[src/rtl/mbinit_pkg.sv]
// Shared definitions for the MBINIT repair handshake sequencer: message code
// offsets from the configurable base, FSM state encoding and default timeout.
package mbinit_pkg;

    localparam int INIT_REQ_OFS    = 0;
    localparam int INIT_RESP_OFS   = 1;
    localparam int RESULT_REQ_OFS  = 2;
    localparam int RESULT_RESP_OFS = 3;
    localparam int DONE_REQ_OFS    = 4;
    localparam int DONE_RESP_OFS   = 5;

    localparam int DEFAULT_TIMEOUT_CYCLES = 800000;

    typedef enum logic [3:0] {
        ST_IDLE,
        ST_CHK_BUSY_INIT,
        ST_SEND_INIT,
        ST_CHK_BUSY_RES,
        ST_SEND_RES,
        ST_CHK_BUSY_DONE,
        ST_SEND_DONE,
        ST_WAIT_RESP,
        ST_PATTERN,
        ST_CHECK,
        ST_DONE,
        ST_ERROR
    } state_t;

endpackage

[src/rtl/mbinit_timeout_cnt.sv]
// Clear/enable saturating cycle counter; tc_o pulses combinationally while
// enabled and the count sits at TIMEOUT_CYCLES-1.
module mbinit_timeout_cnt #(
    parameter int TO_W           = 20,
    parameter int TIMEOUT_CYCLES = 800000
) (
    input  logic clk,
    input  logic rst_n,
    input  logic clear_i,
    input  logic enable_i,
    output logic tc_o
);

    localparam logic [TO_W-1:0] LAST = TO_W'(TIMEOUT_CYCLES - 1);

    logic [TO_W-1:0] cnt_q, cnt_d;

    always_comb begin
        cnt_d = cnt_q;
        if (clear_i) begin
            cnt_d = '0;
        end else if (enable_i && (cnt_q != LAST)) begin
            cnt_d = cnt_q + 1'b1;
        end
    end

    always_ff @(posedge clk or negedge rst_n) begin
        if (!rst_n) begin
            cnt_q <= '0;
        end else begin
            cnt_q <= cnt_d;
        end
    end

    assign tc_o = enable_i && (cnt_q == LAST);

endmodule

[src/rtl/mbinit_repair_handshake_seq.sv]
// One MBINIT repair step: init/result/done sideband handshake with masked
// result check and timeout. Optional pattern retry via `REPAIR_RETRY_EN.
module mbinit_repair_handshake_seq
    import mbinit_pkg::*;
#(
    parameter int MSG_W          = 4,
    parameter int MSG_BASE       = 1,
    parameter int RESULT_W       = 4,
    parameter int TO_W           = 20,
    parameter int TIMEOUT_CYCLES = DEFAULT_TIMEOUT_CYCLES,
    parameter int MAX_RETRY      = 2
) (
    input  logic                CLK,
    input  logic                rst_n,
    input  logic                i_enable,
    input  logic                i_busy_sideband,
    input  logic                i_falling_edge_busy,
    input  logic                i_msg_valid,
    input  logic [MSG_W-1:0]    i_rx_sb_message,
    input  logic [RESULT_W-1:0] i_rx_result,
    input  logic [RESULT_W-1:0] i_result_mask,
    input  logic                i_pattern_done,
    output logic                o_pattern_en,
    output logic                o_tx_valid,
    output logic [MSG_W-1:0]    o_tx_sb_message,
    output logic [RESULT_W-1:0] o_result,
    output logic                o_step_end,
    output logic                o_train_error_req,
    output logic                o_timeout
);

    localparam logic [MSG_W-1:0] INIT_REQ    = MSG_W'(MSG_BASE + INIT_REQ_OFS);
    localparam logic [MSG_W-1:0] INIT_RESP   = MSG_W'(MSG_BASE + INIT_RESP_OFS);
    localparam logic [MSG_W-1:0] RESULT_REQ  = MSG_W'(MSG_BASE + RESULT_REQ_OFS);
    localparam logic [MSG_W-1:0] RESULT_RESP = MSG_W'(MSG_BASE + RESULT_RESP_OFS);
    localparam logic [MSG_W-1:0] DONE_REQ    = MSG_W'(MSG_BASE + DONE_REQ_OFS);
    localparam logic [MSG_W-1:0] DONE_RESP   = MSG_W'(MSG_BASE + DONE_RESP_OFS);

    state_t              state_q, state_d;
    logic [MSG_W-1:0]    exp_q, exp_d;
    logic [RESULT_W-1:0] result_q, result_d;
    logic                timeout_q, timeout_d;
    logic                pattern_en_q, tx_valid_q, step_end_q, err_q;
    logic [MSG_W-1:0]    tx_msg_q, tx_msg_d;
    logic                cnt_clear, cnt_enable, tc;
    logic                pass;

`ifdef REPAIR_RETRY_EN
    localparam int RW = (MAX_RETRY > 0) ? $clog2(MAX_RETRY + 1) : 1;
    logic [RW-1:0] retry_q, retry_d;
`endif

    assign pass = (result_q & i_result_mask) == i_result_mask;

    always_comb begin
        state_d   = state_q;
        exp_d     = exp_q;
        result_d  = result_q;
`ifdef REPAIR_RETRY_EN
        retry_d   = (state_q == ST_IDLE) ? '0 : retry_q;
`endif
        case (state_q)
            ST_IDLE:          if (i_enable) state_d = ST_CHK_BUSY_INIT;
            ST_CHK_BUSY_INIT: if (!i_busy_sideband) state_d = ST_SEND_INIT;
            ST_CHK_BUSY_RES:  if (!i_busy_sideband) state_d = ST_SEND_RES;
            ST_CHK_BUSY_DONE: if (!i_busy_sideband) state_d = ST_SEND_DONE;
            ST_SEND_INIT: if (i_falling_edge_busy) begin
                state_d = ST_WAIT_RESP;
                exp_d   = INIT_RESP;
            end
            ST_SEND_RES: if (i_falling_edge_busy) begin
                state_d = ST_WAIT_RESP;
                exp_d   = RESULT_RESP;
            end
            ST_SEND_DONE: if (i_falling_edge_busy) begin
                state_d = ST_WAIT_RESP;
                exp_d   = DONE_RESP;
            end
            // Only the exact expected response moves us on; stray codes are dropped.
            ST_WAIT_RESP: if (i_msg_valid && (i_rx_sb_message == exp_q)) begin
                if (exp_q == INIT_RESP) begin
                    state_d = ST_PATTERN;
                end else if (exp_q == RESULT_RESP) begin
                    state_d  = ST_CHECK;
                    result_d = i_rx_result;
                end else if (exp_q == DONE_RESP) begin
                    state_d = ST_DONE;
                end
            end
            ST_PATTERN: if (i_pattern_done) state_d = ST_CHK_BUSY_RES;
            ST_CHECK: begin
                if (pass) begin
                    state_d = ST_CHK_BUSY_DONE;
                end else begin
`ifdef REPAIR_RETRY_EN
                    if (retry_q < RW'(MAX_RETRY)) begin
                        retry_d = retry_q + 1'b1;
                        state_d = ST_PATTERN;
                    end else begin
                        state_d = ST_ERROR;
                    end
`else
                    state_d = ST_ERROR;
`endif
                end
            end
            default: state_d = state_q;
        endcase

        // A response arriving on the terminal-count cycle has already moved state_d.
        if (tc && (state_d == state_q)) begin
            state_d = ST_ERROR;
        end
        timeout_d = (state_d == ST_ERROR) &&
                    (timeout_q || (tc && (state_q != ST_ERROR)));

        if (!i_enable) begin
            state_d   = ST_IDLE;
            timeout_d = 1'b0;
        end
        if (state_d == ST_IDLE) begin
            result_d = '0;
        end
    end

    always_comb begin
        tx_msg_d = '0;
        case (state_d)
            ST_SEND_INIT: tx_msg_d = INIT_REQ;
            ST_SEND_RES:  tx_msg_d = RESULT_REQ;
            ST_SEND_DONE: tx_msg_d = DONE_REQ;
            default:      tx_msg_d = '0;
        endcase
    end

    assign cnt_clear  = (state_q == ST_IDLE) || (state_d != state_q);
    assign cnt_enable = (state_q != ST_IDLE) && (state_q != ST_DONE) &&
                        (state_q != ST_ERROR);

    mbinit_timeout_cnt #(
        .TO_W           (TO_W),
        .TIMEOUT_CYCLES (TIMEOUT_CYCLES)
    ) u_timeout_cnt (
        .clk      (CLK),
        .rst_n    (rst_n),
        .clear_i  (cnt_clear),
        .enable_i (cnt_enable),
        .tc_o     (tc)
    );

    always_ff @(posedge CLK or negedge rst_n) begin
        if (!rst_n) begin
            state_q      <= ST_IDLE;
            exp_q        <= '0;
            result_q     <= '0;
            timeout_q    <= 1'b0;
            pattern_en_q <= 1'b0;
            tx_valid_q   <= 1'b0;
            tx_msg_q     <= '0;
            step_end_q   <= 1'b0;
            err_q        <= 1'b0;
        end else begin
            state_q      <= state_d;
            exp_q        <= exp_d;
            result_q     <= result_d;
            timeout_q    <= timeout_d;
            pattern_en_q <= (state_d == ST_PATTERN);
            tx_valid_q   <= (state_d == ST_SEND_INIT) || (state_d == ST_SEND_RES) ||
                            (state_d == ST_SEND_DONE);
            tx_msg_q     <= tx_msg_d;
            step_end_q   <= (state_d == ST_DONE);
            err_q        <= (state_d == ST_ERROR);
        end
    end

`ifdef REPAIR_RETRY_EN
    always_ff @(posedge CLK or negedge rst_n) begin
        if (!rst_n) begin
            retry_q <= '0;
        end else begin
            retry_q <= retry_d;
        end
    end
`endif

    assign o_pattern_en      = pattern_en_q;
    assign o_tx_valid        = tx_valid_q;
    assign o_tx_sb_message   = tx_msg_q;
    assign o_result          = result_q;
    assign o_step_end        = step_end_q;
    assign o_train_error_req = err_q;
    assign o_timeout         = timeout_q;

endmodule

[config.mk]
export PLATFORM = sky130hd
export DESIGN_NAME = mbinit_repair_handshake_seq
export DESIGN_NICKNAME = d
export VERILOG_FILES = /design/src/rtl/mbinit_pkg.sv /design/src/rtl/mbinit_timeout_cnt.sv /design/src/rtl/mbinit_repair_handshake_seq.sv
export SDC_FILE = /design/constraint.sdc
export NUM_CORES = 1
export LEC_CHECK = 0
export ABC_AREA = 1
export ABC_CLOCK_PERIOD_IN_PS = 2600
export CAP_MARGIN = 25
export CORE_AREA = 2 2 81 75
export DETAILED_ROUTE_END_ITERATION = 10
export DIE_AREA = 0 0 83 77
export PLACE_DENSITY_LB_ADDON = 0.05
export SYNTH_ARGS = -nofsm -noshare
export SYNTH_HDL_FRONTEND = slang
export SYNTH_HIERARCHICAL = 1
export SYNTH_SLANG_ARGS = --single-unit
[constraint.sdc]
create_clock -name CLK -period 2.6 [get_ports CLK]
set_input_delay 0.39 -clock CLK [delete_from_list [all_inputs] [get_ports CLK]]
set_output_delay 0.39 -clock CLK [all_outputs]
set_load 0.005 [all_outputs]
== Word level (Yosys, flattened, before mapping) ==
Cells that the tools add are included.

* Flip-flop bits (word level): 41
* Input bits: 19
* Output and inout port bits: 13
* Word-level logic and storage cells: 93

* $add $sub $neg: 1
* Equal/unequal tests: 31
* Muxes and demuxes: 27
* Bitwise operators: 1
* Reductions and logical operators: 23

{| class="wikitable"
|+ Operators with widths
! cell !! number
|-
| 4-bit 2-to-1 mux || 21
|-
| 20-bit 2-to-1 mux || 2
|-
| 4-bit by 3-bit equality test with 1-bit output (second input constant) || 8
|-
| 4-bit case mux with 8 select lines || 1
|-
| 4-bit equality test (second input constant) || 6
|-
| 20-bit by 1-bit adder with 20-bit output (second input constant) || 1
|-
| 20-bit equality test (second input constant) || 1
|-
| 20-bit != test (second input constant) || 1
|-
| 4-bit by 2-bit equality test with 1-bit output (second input constant) || 4
|-
| 4-bit equality test || 3
|-
| 4-bit case mux with 3 select lines || 1
|-
| 3-bit case mux with 3 select lines || 1
|-
| 1-bit logical AND || 8
|-
| 4-bit zero test || 2
|-
| 4-bit != test (second input constant) || 2
|-
| 4-bit AND reduction || 2
|-
| 2-bit nonzero test || 4
|-
| 2-bit != test (second input constant) || 3
|-
| 4-bit bitwise AND || 1
|-
| 4-bit by 1-bit equality test with 1-bit output (second input constant) || 1
|-
| 1-bit logical OR || 4
|-
| 4-bit != test || 1
|-
| 4-bit nonzero test || 1
|-
| 3-bit nonzero test || 1
|-
| other kinds (3) || 3
|}

== Depth between registers and ports, before layout ==
Gate-level depths: netlist of run 1.

* Depth after elaboration: 13
* Mapped depth: 23
* Gate-level depth less buffers: 22

== By module ==
The synthesis of run 1 kept the hierarchy.

{| class="wikitable"
|+ Modules (own cells, without submodules)
! module !! times used !! cells each !! area each (µm²)
|-
| mbinit_timeout_cnt || 1 || 209 || 1408.9
|-
| mbinit_repair_handshake_seq || 1 || 196 || 1327.5
|}

== Worst setup path after synthesis of run 1 ==
OpenSTA, ideal clock, no wires.

* Kind: reg2reg
* From: register state_q[3]
* To: register u_timeout_cnt.cnt_q[11]
* Library setup time: 0.066 ns
* Arrival: 2.604 ns
* Slack: -0.070 ns
* Stages on the path, launching flop included: 23
* Buffers on the path: 3
* Period minus slack after synthesis: 2.670 ns
* Cells stage by stage: dfrtp_1 -> buf_4 -> inv_4 -> nor2_2 -> nand2_1 -> nand2_1 -> inv_1 -> buf_1 -> inv_1 -> nor2_1 -> nand3_1 -> nor2_2 -> nand3_4 -> nand2_2 -> nand2_2 -> nand2_1 -> nand2_1 -> nor2_1 -> nand2_1 -> inv_1 -> clkbuf_1 -> nand3_1 -> nand2_1

* Elaborated cells between the ends (all ways): 37
* Classes of those cells: eq/ne: 13; mux: 14; reduce/logical: 10

{| class="wikitable"
|+ RTL lines
! element !! RTL line !! source
|-
| start, declared || mbinit_repair_handshake_seq.sv:39 || <nowiki>state_t state_q, state_d;</nowiki>
|-
| start signal, assigned || mbinit_repair_handshake_seq.sv:163 || <nowiki>state_q <= state_d;</nowiki>
|-
| 4-bit != test / 4-bit nonzero test (equally long branches) || mbinit_repair_handshake_seq.sv:137 || <nowiki>assign cnt_enable = (state_q != ST_IDLE) && (state_q != ST_DONE) &&</nowiki>
|-
| 1-bit logical AND || mbinit_repair_handshake_seq.sv:137 ||
|-
| 1-bit logical AND (*) || mbinit_repair_handshake_seq.sv:137 ||
|-
| via cnt_enable || mbinit_repair_handshake_seq.sv:45 || <nowiki>logic cnt_clear, cnt_enable, tc;</nowiki>
|-
| 1-bit logical AND (*) || mbinit_timeout_cnt.sv:35 || <nowiki>assign tc_o = enable_i && (cnt_q == LAST);</nowiki>
|-
| via tc || mbinit_repair_handshake_seq.sv:45 ||
|-
| 1-bit logical AND (*) || mbinit_repair_handshake_seq.sv:111 || <nowiki>if (tc && (state_d == state_q)) begin</nowiki>
|-
| 4-bit 2-to-1 mux (*) || mbinit_repair_handshake_seq.sv:111 ||
|-
| 4-bit 2-to-1 mux (*) || mbinit_repair_handshake_seq.sv:117 || <nowiki>if (!i_enable) begin</nowiki>
|-
| 4-bit != test (*) || mbinit_repair_handshake_seq.sv:136 || <nowiki>assign cnt_clear = (state_q == ST_IDLE) || (state_d != state_q);</nowiki>
|-
| 1-bit logical OR (*) || mbinit_repair_handshake_seq.sv:136 ||
|-
| via cnt_clear || mbinit_repair_handshake_seq.sv:45 ||
|-
| 20-bit 2-to-1 mux / 2-bit nonzero test (equally long branches) || n/a ||
|-
| end signal, assigned || mbinit_timeout_cnt.sv:31 || <nowiki>cnt_q <= cnt_d;</nowiki>
|-
| end, declared || mbinit_timeout_cnt.sv:16 || <nowiki>logic [TO_W-1:0] cnt_q, cnt_d;</nowiki>
|}

The timed path passes the listed nets; every way through them passes the cells marked *.
A chain may end at the register's enable or synchronous reset.

== Final worst setup path of run 1 ==
* From: register state_q[1]
* To: register u_timeout_cnt.cnt_q[2]

* Word-level cells in the longest chain between the ends: 12
* Elaborated cells between the ends (all ways): 37
* Classes of those cells: eq/ne: 13; mux: 14; reduce/logical: 10

{| class="wikitable"
|+ Ends and longest elaborated chain
! element !! RTL line !! source
|-
| 4-bit 2-to-1 mux || mbinit_repair_handshake_seq.sv:86 || <nowiki>end else if (exp_q == DONE_RESP) begin</nowiki>
|-
| 4-bit 2-to-1 mux || mbinit_repair_handshake_seq.sv:83 || <nowiki>end else if (exp_q == RESULT_RESP) begin</nowiki>
|-
| 4-bit 2-to-1 mux || mbinit_repair_handshake_seq.sv:81 || <nowiki>if (exp_q == INIT_RESP) begin</nowiki>
|-
| 4-bit 2-to-1 mux || mbinit_repair_handshake_seq.sv:80 || <nowiki>ST_WAIT_RESP: if (i_msg_valid && (i_rx_sb_message == exp_q)) begin</nowiki>
|-
| 4-bit case mux with 8 select lines || mbinit_repair_handshake_seq.sv:62 || <nowiki>case (state_q)</nowiki>
|-
| 4-bit equality test || mbinit_repair_handshake_seq.sv:111 ||
|-
| 1-bit logical AND || mbinit_repair_handshake_seq.sv:111 ||
|-
| 4-bit 2-to-1 mux || mbinit_repair_handshake_seq.sv:111 ||
|-
| 4-bit 2-to-1 mux || mbinit_repair_handshake_seq.sv:117 ||
|-
| 4-bit != test || mbinit_repair_handshake_seq.sv:136 ||
|-
| 1-bit logical OR (*) || mbinit_repair_handshake_seq.sv:136 ||
|-
| via cnt_clear || mbinit_repair_handshake_seq.sv:45 ||
|-
| 20-bit 2-to-1 mux / 2-bit nonzero test (equally long branches) || n/a ||
|}

Marks and branches as above.

==> metrics, run 1 <==
later-pin clock latency in the skew report=approximately 0.30 ns; post-layout net count=499; First DRT Iteration DRCs=177; Core ar.=about 5600 sq um; final estimated routing congestion in global placement=0.904; antenna violations before repair=0; post-synth cell types=38; max-cap violation count=0; FFs w/ async S/R, synth=100%; Clk pin slew, worst setup/hold paths=0.08 ns; Req. time, crit path=2.84 ns; vias per cell=5.10; synthesized flop and latch total=38; Tcrit/Tclk final=94.2%; endpoints failing hold=0; final design utilization=65.7%; io pins=32; maximum clock insertion buffer count=2; wl on met1=roughly 3.6 mm; min Tclk post-route=2.45 ns; total power=0.00285 W; share of cells above drive strength 1=28.1%; number of flops mapped to enable cells by yosys=0; starting density of the core=49.2%; fill count=500; CTS root buf=clkbuf_8; Slew Limit Fails=0; setup_tns=0 ns; htree depth=2; via count=between 2000 and 3000; CP endpoint kind=flop; Ys Warns=6; 1st-pass router iterations=5; Setup violations, final=0; routed length per placed instance=13.0 um; post-DP HPWL=5.14 mm; Setup crit start kind=flop; die width=between 80 and 90 um; Psw=0.00131 W; pwr dens=779 nW/um^2; CTS tree=yes; slew margin rel.=roughly 42%; fmax=408 MHz; post-synthesis sequential area ratio=34.8%; highest routed layer=met4; prevailing post-synth register cell=dfrtp_1; sw frac=46.1%; antenna cells=0; status=complete, no violations; WL met3=412 um; Static Leak=1.77 nW; clk_skew=~0.0048 ns; number of port buffers=30; clock sink total=38; Avg Inst Size Synth=6.76 sq um; die area=6390 sq um; synth-to-layout area growth=33.5%; WL met2=3.08 mm; internal power=0.00153 W; Mapped Cells=405; Tot GR Track Use=22.4%; largest net degree at the start of global routing=39; CP max FO=7; first-pass GRT wire length=11.8 mm; total grt overflow=0; Max rail drop VDD=between 400 and 500 uV; reg2reg path depth=21; Mapped Nets=roughly 430; CP Class=flop to flop; worst reg2reg startpoint=state_q[1]$_DFF_PN0_; clock buffer count from CTS=5; Post-CTS Hold Buffers=0; final wirelength=7.16 mm; # rows=26; vias in the first global route=2523; Slew @ Worst Pin=0.865 ns; clock share of power=15.7%; Reg power frac=25.9%; critical path arrival=2.69 ns; Die H=77 um; Cell Area, Synth=approximately 2700 sq um; Hold WC Path Type=input pin to async pin; Comb pwr share=between 50 and 60%; DR DRC count=0; flop2flop setup slack=between 0.15 and 0.2 ns; number of nets still failing antenna checks after routing=0; FF-to-FF End=u_timeout_cnt/cnt_q[2]$_DFFE_PN0P_
layout by cell type, fill, tap and decap left out, types with 2 or more instances in the layout:
cell type,Yosys,final
inv_2,12,12
buf_6,2,2
xor2_1,9,9
dfrtp_2,0,5
nand4_1,9,9
clkinv_2,1,2
nor2_4,4,8
clkbuf_8,0,6
nand3_4,2,2
nor2_2,4,6
a21oi_1,3,3
inv_1,31,29
nor3_1,3,3
nand3_1,54,49
nor2_1,62,56
inv_4,1,2
o21ai_2,4,4
buf_4,5,45
nand3_2,3,8
nand2_4,2,4
clkdlybuf4s50_1,0,28
dfrtp_1,38,33
o21ai_1,3,3
nand3b_1,2,2
o21ai_0,6,6
nand2_1,116,107
buf_2,1,2
nand2_2,12,18
worst max-delay path by stage:
stage / slack [ns] / cells after the start / from / endpoint
after global routing: -0.04 / 19 / state_q[1]$_DFF_PN0_ / u_timeout_cnt/cnt_q[2]$_DFFE_PN0P_
after detailed placement: -0.23 / 22 / i_rx_sb_message[2] / u_timeout_cnt/cnt_q[12]$_DFFE_PN0P_
final: 0.15 / 21 / state_q[1]$_DFF_PN0_ / u_timeout_cnt/cnt_q[2]$_DFFE_PN0P_
after CTS: -0.009 / 20 / u_timeout_cnt/cnt_q[0]$_DFFE_PN0P_ / u_timeout_cnt/cnt_q[12]$_DFFE_PN0P_
after floorplan: 0.01 / 20 / u_timeout_cnt/cnt_q[0]$_DFFE_PN0P_ / u_timeout_cnt/cnt_q[11]$_DFFE_PN0P_
after global placement: -0.15 / 22 / i_rx_sb_message[2] / u_timeout_cnt/cnt_q[9]$_DFFE_PN0P_
area by class of cell:
class / instances / area, sq um / area share [%]
Multi-Input combinational cell: 309 / 1650 / 45.2
Sequential cell: 38 / 957 / 26.2
Timing Repair Buffer: 79 / 678 / 18.6
Inverter: 46 / 184 / 5.04
Tap cell: 70 / 87.6 / 2.40
Clock buffer: 6 / 82.6 / 2.26
Clock inverter: 2 / 12.5 / 0.343
state kept, by name, summed over array words and instances, names as in the netlist:
signal               count
exp_q                    2
o_pattern_en             1
o_result                 4
o_step_end               1
o_timeout                1
o_train_error_req        1
o_tx_sb_message          3
o_tx_valid               1
state_q                  4
u_timeout_cnt/cnt_q     20
cell families (layout without fill, tap and decap cells):
kind of cell,count (synthesis),count (layout),synth area share [%]
DFF,38,38,34.8
adders and majority gates,1,1,0.457
AOI/OAI and AO/OA,19,19,4.71
xor gates and xnor gates,11,11,3.52
buffers and inverters,58,133,9.37
and+or+nand+nor,277,277,47.1
other,1,1,0.137
timing repair:
item                                   CTS  global route
resized for setup                        1            45
setup buffers                            0            11
cloned                                   0             1
endpoints found under the hold margin    0             0
pin swaps                                0            13
setup endpoints to repair               10            20
cell usage after synthesis (2+ instances only):
cell	count	share of area, %
nand2_1	116	16
nor2_1	62	8.5
nand3_1	54	9.9
dfrtp_1	38	35
inv_1	31	4.3
inv_2	12	1.6
nand2_2	12	2.7
nand4_1	9	2.1
xor2_1	9	2.9
o21ai_0	6	1.1
buf_4	5	1.4
nor2_2	4	0.91
nor2_4	4	1.6
o21ai_2	4	1.3
a21oi_1	3	0.55
nand3_2	3	1.1
nor3_1	3	0.55
o21ai_1	3	0.55
buf_1	2	0.27
buf_6	2	0.82
clkbuf_1	2	0.27
nand2_4	2	0.82
nand3_4	2	1.3
nand3b_1	2	0.55
xnor2_1	2	0.64
critical path, stage by stage, from the launching register on:
cell,delay (ns)
dfrtp_2,0.46
buf_4,0.16
nand2_4,0.07
inv_4,0.05
nand3_2,0.05
nand2_2,0.07
nor2_4,0.14
nand3_2,0.10
nand3_2,0.09
nand2_2,0.07
nor2_4,0.12
nand3_4,0.12
nand2_4,0.09
nand2_2,0.05
nand2_1,0.06
nand2_1,0.04
nor2_1,0.12
nand2_2,0.11
buf_6,0.14
nor3b_2,0.15
nand2_1,0.07
nand2_1,0.05
metrics by stage:
step           instances  setup WS, ns  cell area [sq um]  hold WS [ns]
2_1_floorplan        405        0.0129               2740        0.0944
3_3_place_gp         530        -0.153               3320         0.548
3_5_place_dp         530        -0.229               3320         0.558
4_1_cts              538      -0.00871               3410         0.234
5_1_grt              550       -0.0401               3650         0.290
6_report             550         0.150               3650         0.196
metal layers:
metal  GRT usage, %  up-vias
met2           32.7       78
met4           6.23        0
met5              0        -
met3           5.27        7
met1           33.0     1285
li1               -     1434
power by group through the flow:
stage	sequential, W	clock (W)	combinational (W)
floorplan	0.000698	0	0.000961
global placement	0.000752	0	0.00134
detailed placement	0.000753	0	0.00134
CTS	0.000742	0.000462	0.00135
global route	0.000747	0.000479	0.00182
finish	0.000737	0.000446	0.00166
(Power assumes the default switching activity.)
==> run 2, diff against run 1 <==
Settings changed: ABC_CLOCK_PERIOD_IN_PS 2600 to not set, CORE_AREA 2 2 81 75 to 2 2 85 79, DIE_AREA 0 0 83 77 to 0 0 87 81, SYNTH_HIERARCHICAL 1 to not set.
==> metrics, run 2 <==
status=complete, no violations; clk_skew=0.0114 ns; Synth area leader=dfrtp_1; max-cap violation count=0; post-synth cell types=29; setup_tns=0 ns; clock buffer count from CTS=5; htree depth=2; Setup crit start kind=flop; number of flops mapped to enable cells by yosys=0; clock sink total=38; fmax=420 MHz; Synth top cells by count=nand2_1 (80), dfrtp_1 (38), nor2_1 (38), inv_1 (36), nor2_2 (25); fin area=about 2900 sq um; FFs w/ async S/R, synth=100%; CP max FO=20; count leader, synth=nand2_1; Die H=just over 80 um; Slowest cell on crit path=dfrtp_1; Max rail drop VDD=430 uV; Cell Chain, Critical Path=ha_1 > nand3_1 > nor3b_2 > nand2_1 > nor3_1 > buf_4 > nand3_1 > nor2_2 > nand2_2 > nand2_2 > nand2_2 > nand2_1 > nand2_1 > inv_2 > nand3_2 > buf_12 > nor2_2; Hold WC Path Type=input pin to async pin; final design utilization=a little under half; Mapped Cells=330; Clk pin slew, worst setup/hold paths=0.09 ns; Slew Limit Fails=0; Core ar.=6270 sq um; total grt overflow=0; reg2reg path depth=17; min Tclk post-route=2.38 ns; share of cells above drive strength 1=16.3%; maximum clock insertion buffer count=2; # rows=28; vias in the first global route=1991; Synth area leaders=dfrtp_1 (40%), nand2_1 (13%), nor2_2 (6.5%); slew margin rel.=about 42%; First DRT Iteration DRCs=~110; endpoints failing hold=0; die width=87 um; max FFs per register=20; Slew @ Worst Pin=0.868 ns; Mapped Nets=350; starting density of the core=38.2%; prevailing post-synth register cell=dfrtp_1; vias per cell=4.80; final estimated routing congestion in global placement=0.890; most flop-heavy register=u_timeout_cnt.cnt_q; io pins=32; Setup violations, final=0; die area=7050 sq um; Static Leak=1.32 nW; final wirelength=5.35 mm; Tot GR Track Use=16.3%; Tcrit/Tclk final=between 90% and 100%; number of port buffers=30; CP endpoint kind=flop; critical path arrival=2.60 ns; CTS root buf=clkbuf_8; DR DRC count=0; post-synth top area share=39.7%; Avg Inst Size Synth=7.26 sq um; most frequent cells in the layout=nand2_1 (80), dfrtp_1 (38), nor2_1 (37); pre-CTS setup slack=0.0245 ns; 1st-pass router iterations=6; Placement Cell Area=2810 sq um; first-pass GRT wire length=9.16 mm; pwr dens=651 nW/um^2; CP Class=flop to flop; delay of the slowest cell on the worst path=0.37 ns; worst hold slack=0.193 ns; antenna violations before repair=0; synthesized flop and latch total=38; CTS tree=yes; Req. time, crit path=around 2.8 ns; Ys Warns=0; later-pin clock latency in the skew report=between 0.2 and 0.3 ns; final worst slack=roughly 0.22 ns; post-DP HPWL=3.90 mm; post-layout net count=389; number of nets still failing antenna checks after routing=0; Cell Area, Synth=2400 sq um; post-synthesis sequential area ratio=39.7%; antenna cells=0; largest net degree at the start of global routing=39; synth-to-layout area growth=21.1%; via count=2133; commonest non-fill, non-tap cell in the layout=nand2_1; routed length per placed instance=roughly 12 um
run 2: kinds of logic after synthesis:
| kind of cell | count (synthesis) | synth area share, % |
|---|---|---|
| compound gates | 18 | 4.39 |
| xor+xnor | 17 | 6.21 |
| fa+ha+maj | 1 | 0.522 |
| buf+inv | 51 | 9.03 |
| flops | 38 | 39.7 |
| mux | 1 | 0.418 |
| other cells | 1 | 0.157 |
| simple gates | 203 | 39.6 |
run 2: area by class of cell:
type	instances	area (sq um)
Fill cell	638	3370
Multi-Input combinational cell	241	1240
Sequential cell	38	951
Timing Repair Buffer	39	375
Inverter	44	165
Tap cell	75	93.8
Clock buffer	6	72.6
Clock inverter	1	7.51
run 2: timing repair:
| item | in CTS | in global routing |
|---|---|---|
| hold buffers | 0 | 0 |
| endpoints found under the setup margin | 0 | 24 |
| resized for setup | 0 | 2 |
| setup buffers | 0 | 1 |
run 2: per-stage QoR:
step,total power [W],instances
detailed placement,0.00148,436
floorplan,0.00125,330
global route,0.00204,444
global placement,0.00149,436
finish,0.00189,444
CTS,0.00190,443
run 2: critical path, delay by kind of cell (launching register included):
kind                       cells  cell delay (ns)
and+or+nand+nor               13             1.38
DFF                            1             0.37
adders and majority gates      1             0.19
buffers and inverters          3             0.38
run 2: report_power, final:
part / leakage [nW] / total, W / internal [W] / switching (W)
Sequential: 0.522 / 0.000701 / 0.000642 / 0.0000590
Clock: 0.0373 / 0.000398 / 0.000184 / 0.000214
Combinational: 0.763 / 0.000790 / 0.000301 / 0.000489
run 2: path summary, 6_finish.rpt:
kind                                                  endpoint                          startpoint  slack, ns
setup / recovery           u_timeout_cnt.cnt_q[10]$_DFFE_PN0P_  u_timeout_cnt.cnt_q[0]$_DFFE_PN0P_       0.22
hold / removal                            exp_q[1]$_DFFE_PN0P_                               rst_n       0.19
setup reg to reg           u_timeout_cnt.cnt_q[10]$_DFFE_PN0P_  u_timeout_cnt.cnt_q[0]$_DFFE_PN0P_       0.22
hold reg to reg                        o_result[3]$_DFFE_PN0P_             o_result[3]$_DFFE_PN0P_       0.55
max in group asynchronous         o_tx_sb_message[1]$_DFF_PN0_                               rst_n       1.84
min in group CLK                       o_result[3]$_DFFE_PN0P_             o_result[3]$_DFFE_PN0P_       0.55
run 2: routing by layer:
layer / part of all wire, % / up-vias / global-route usage (%)
met5: 0 / - / 0
met4: 1.5 / 0 / 5.16
met3: 6.8 / 9 / 3.96
met2: 39 / 64 / 23.2
met1: 53 / 939 / 24.2
li1: - / 1121 / -
==> run 3, diff against run 2 <==
Clock period 2.6 ns to 2.4 ns, I/O delays scaled along.
==> metrics, run 3 (synthesis results as in run 2) <==
vias per cell=just under 5; 1st-pass router iterations=4; Core ar.=6270 sq um; commonest non-fill, non-tap cell in the layout=nand2_1; maximum clock insertion buffer count=2; Cell Chain, Critical Path=buf_6 > nor2_2 > nand2_2 > nand2_1 > nor2_2 > nand3_2 > nand3_1 > nand2_1 > nor2_1 > nand2_2 > nand2_2 > nand2_2 > nand2_1 > nand2_1 > inv_2 > nand3_4 > buf_12 > nor2_2; number of nets still failing antenna checks after routing=0; antenna cells=0; CP Class=flop to flop; Tcrit/Tclk final=a little over nine tenths; Tot GR Track Use=17.2%; critical path arrival=2.56 ns; Top delay family on crit path=simple AND/OR/NAND/NOR gates; htree depth=2; die area=between 7000 and 8000 sq um; Clk pin slew, worst setup/hold paths=0.08 ns; Static Leak=1.52 nW; final worst slack=0.0753 ns; largest net degree at the start of global routing=39; Req. time, crit path=2.63 ns; die width=87 um; later-pin clock latency in the skew report=0.30 ns; CP endpoint kind=flop; Hold WC Path Type=input pin to async pin; share of cells above drive strength 1=a little under 30%; RSZ-0062 raised after global routing=yes; most frequent cells in the layout=nand2_1 (72), dfrtp_1 (35), inv_1 (34), buf_4 (34); Die H=between 80 and 90 um; min Tclk post-route=about 2.3 ns; first-pass GRT wire length=9.52 mm; clock sink total=38; post-layout net count=419; max-cap violation count=0; starting density of the core=38.2%; status=complete, no violations; slew margin rel.=41.1%; total grt overflow=0; Slowest cell on crit path=dfrtp_2; max FFs per register=20; fill count=around 630; antenna violations before repair=0; clock buffer count from CTS=5; WP buf/inv=3; CTS tree=yes; CP max FO=10; fmax=430 MHz; synth-to-layout area growth=37.8%; delay of the slowest cell on the worst path=0.54 ns; Max rail drop VDD=513 uV; number of port buffers=30; Slew Limit Fails=0; pre-CTS setup slack=-0.200 ns; routed length per placed instance=12.7 um; io pins=32; # rows=28; final wirelength=6.05 mm; Post-CTS Hold Buffers=0; endpoints failing hold=0; most flop-heavy register=u_timeout_cnt.cnt_q; vias in the first global route=about 2100; Cells after DPL=~460; Setup violations, final=0; First DRT Iteration DRCs=116; post-DP HPWL=approximately 4.2 mm; pwr dens=749 nW/um^2; clk_skew=0.00609 ns; final estimated routing congestion in global placement=0.909; CTS root buf=clkbuf_8; via count=2282; Setup crit start kind=flop; DR DRC count=0; Layout Cells excl Fill=~480; Slew @ Worst Pin=~0.9 ns
==> run 3: cell count changes in the layout (fill, tap and decap cells not counted), sizes merged <==
cell,delta
buf,+29
clkinv,+1
clkbuf,+1
==> run 3: layout make-up <==
type                            count  area (sq um)  area share, %
Multi-Input combinational cell    241          1360           41.1
Sequential cell                    38           955           28.9
Timing Repair Buffer               69           629           19.1
Inverter                           44           170           5.16
Tap cell                           75          93.8           2.84
Clock buffer                        6          82.6           2.50
Clock inverter                      2          12.5          0.379
==> run 3: worst register-to-register path: stages, from the launching register on <==
cell	delay, ns
dfrtp_2	0.54
buf_6	0.15
nor2_2	0.04
nand2_2	0.12
nand2_1	0.09
nor2_2	0.15
nand3_2	0.08
nand3_1	0.07
nand2_1	0.05
nor2_1	0.12
nand2_2	0.13
nand2_2	0.10
nand2_2	0.06
nand2_1	0.05
nand2_1	0.06
inv_2	0.07
nand3_4	0.11
buf_12	0.18
nor2_2	0.09
==> run 3: power breakdown <==
| group | switching, W | total (W) | internal [W] | leakage, nW |
|---|---|---|---|---|
| Sequential | 0.0000693 | 0.000767 | 0.000697 | 0.517 |
| Combinational | 0.000668 | 0.00123 | 0.000561 | 0.959 |
| Clock | 0.000246 | 0.000477 | 0.000231 | 0.0472 |
==> run 3: worst paths after layout <==
kind                                              start                             endpoint  slack (ns)  cells after the start
worst max-delay path               state_q[1]$_DFF_PN0_  u_timeout_cnt.cnt_q[14]$_DFFE_PN0P_        0.08                     18
worst min-delay path                              rst_n                 exp_q[1]$_DFFE_PN0P_        0.18                      1
worst max register to register     state_q[1]$_DFF_PN0_  u_timeout_cnt.cnt_q[14]$_DFFE_PN0P_        0.08                     18
worst min register to register  o_result[3]$_DFFE_PN0P_              o_result[3]$_DFFE_PN0P_        0.55                      2
max in group asynchronous                         rst_n                 state_q[1]$_DFF_PN0_        1.61                      1
min in group CLK                o_result[3]$_DFFE_PN0P_              o_result[3]$_DFFE_PN0P_        0.55                      2
==> run 3: per-stage QoR <==
| stage | util (%) | setup TNS (ns) | instance area (sq um) | power (W) | hold slack [ns] |
|---|---|---|---|---|---|
| floorplan | - | 0 | 2400 | 0.00136 | 0.0644 |
| global placement | 47.0 | -2.81 | 2950 | 0.00174 | 0.535 |
| detailed placement | 47.0 | -4.02 | 2950 | 0.00174 | 0.543 |
| CTS | 48.6 | 0 | 3050 | 0.00224 | 0.225 |
| global route | 52.6 | -1.05 | 3300 | 0.00264 | 0.258 |
| finish | 52.6 | 0 | 3300 | 0.00247 | 0.182 |
==> run 3: what timing repair did <==
action,4_1_cts,5_1_grt
buffers inserted,0,10
pin swaps,0,6
endpoints found under the setup margin,23,28
cloned,0,2
gates resized for setup,2,43
==> run 3: metal layers <==
layer,up-vias,global-route usage [%],part of all wire [%]
met3,6,4.47,4.3
met5,-,0,0
li1,1185,-,-
met1,1049,24.3,53
met4,0,5.31,0.91
met2,42,25.9,42
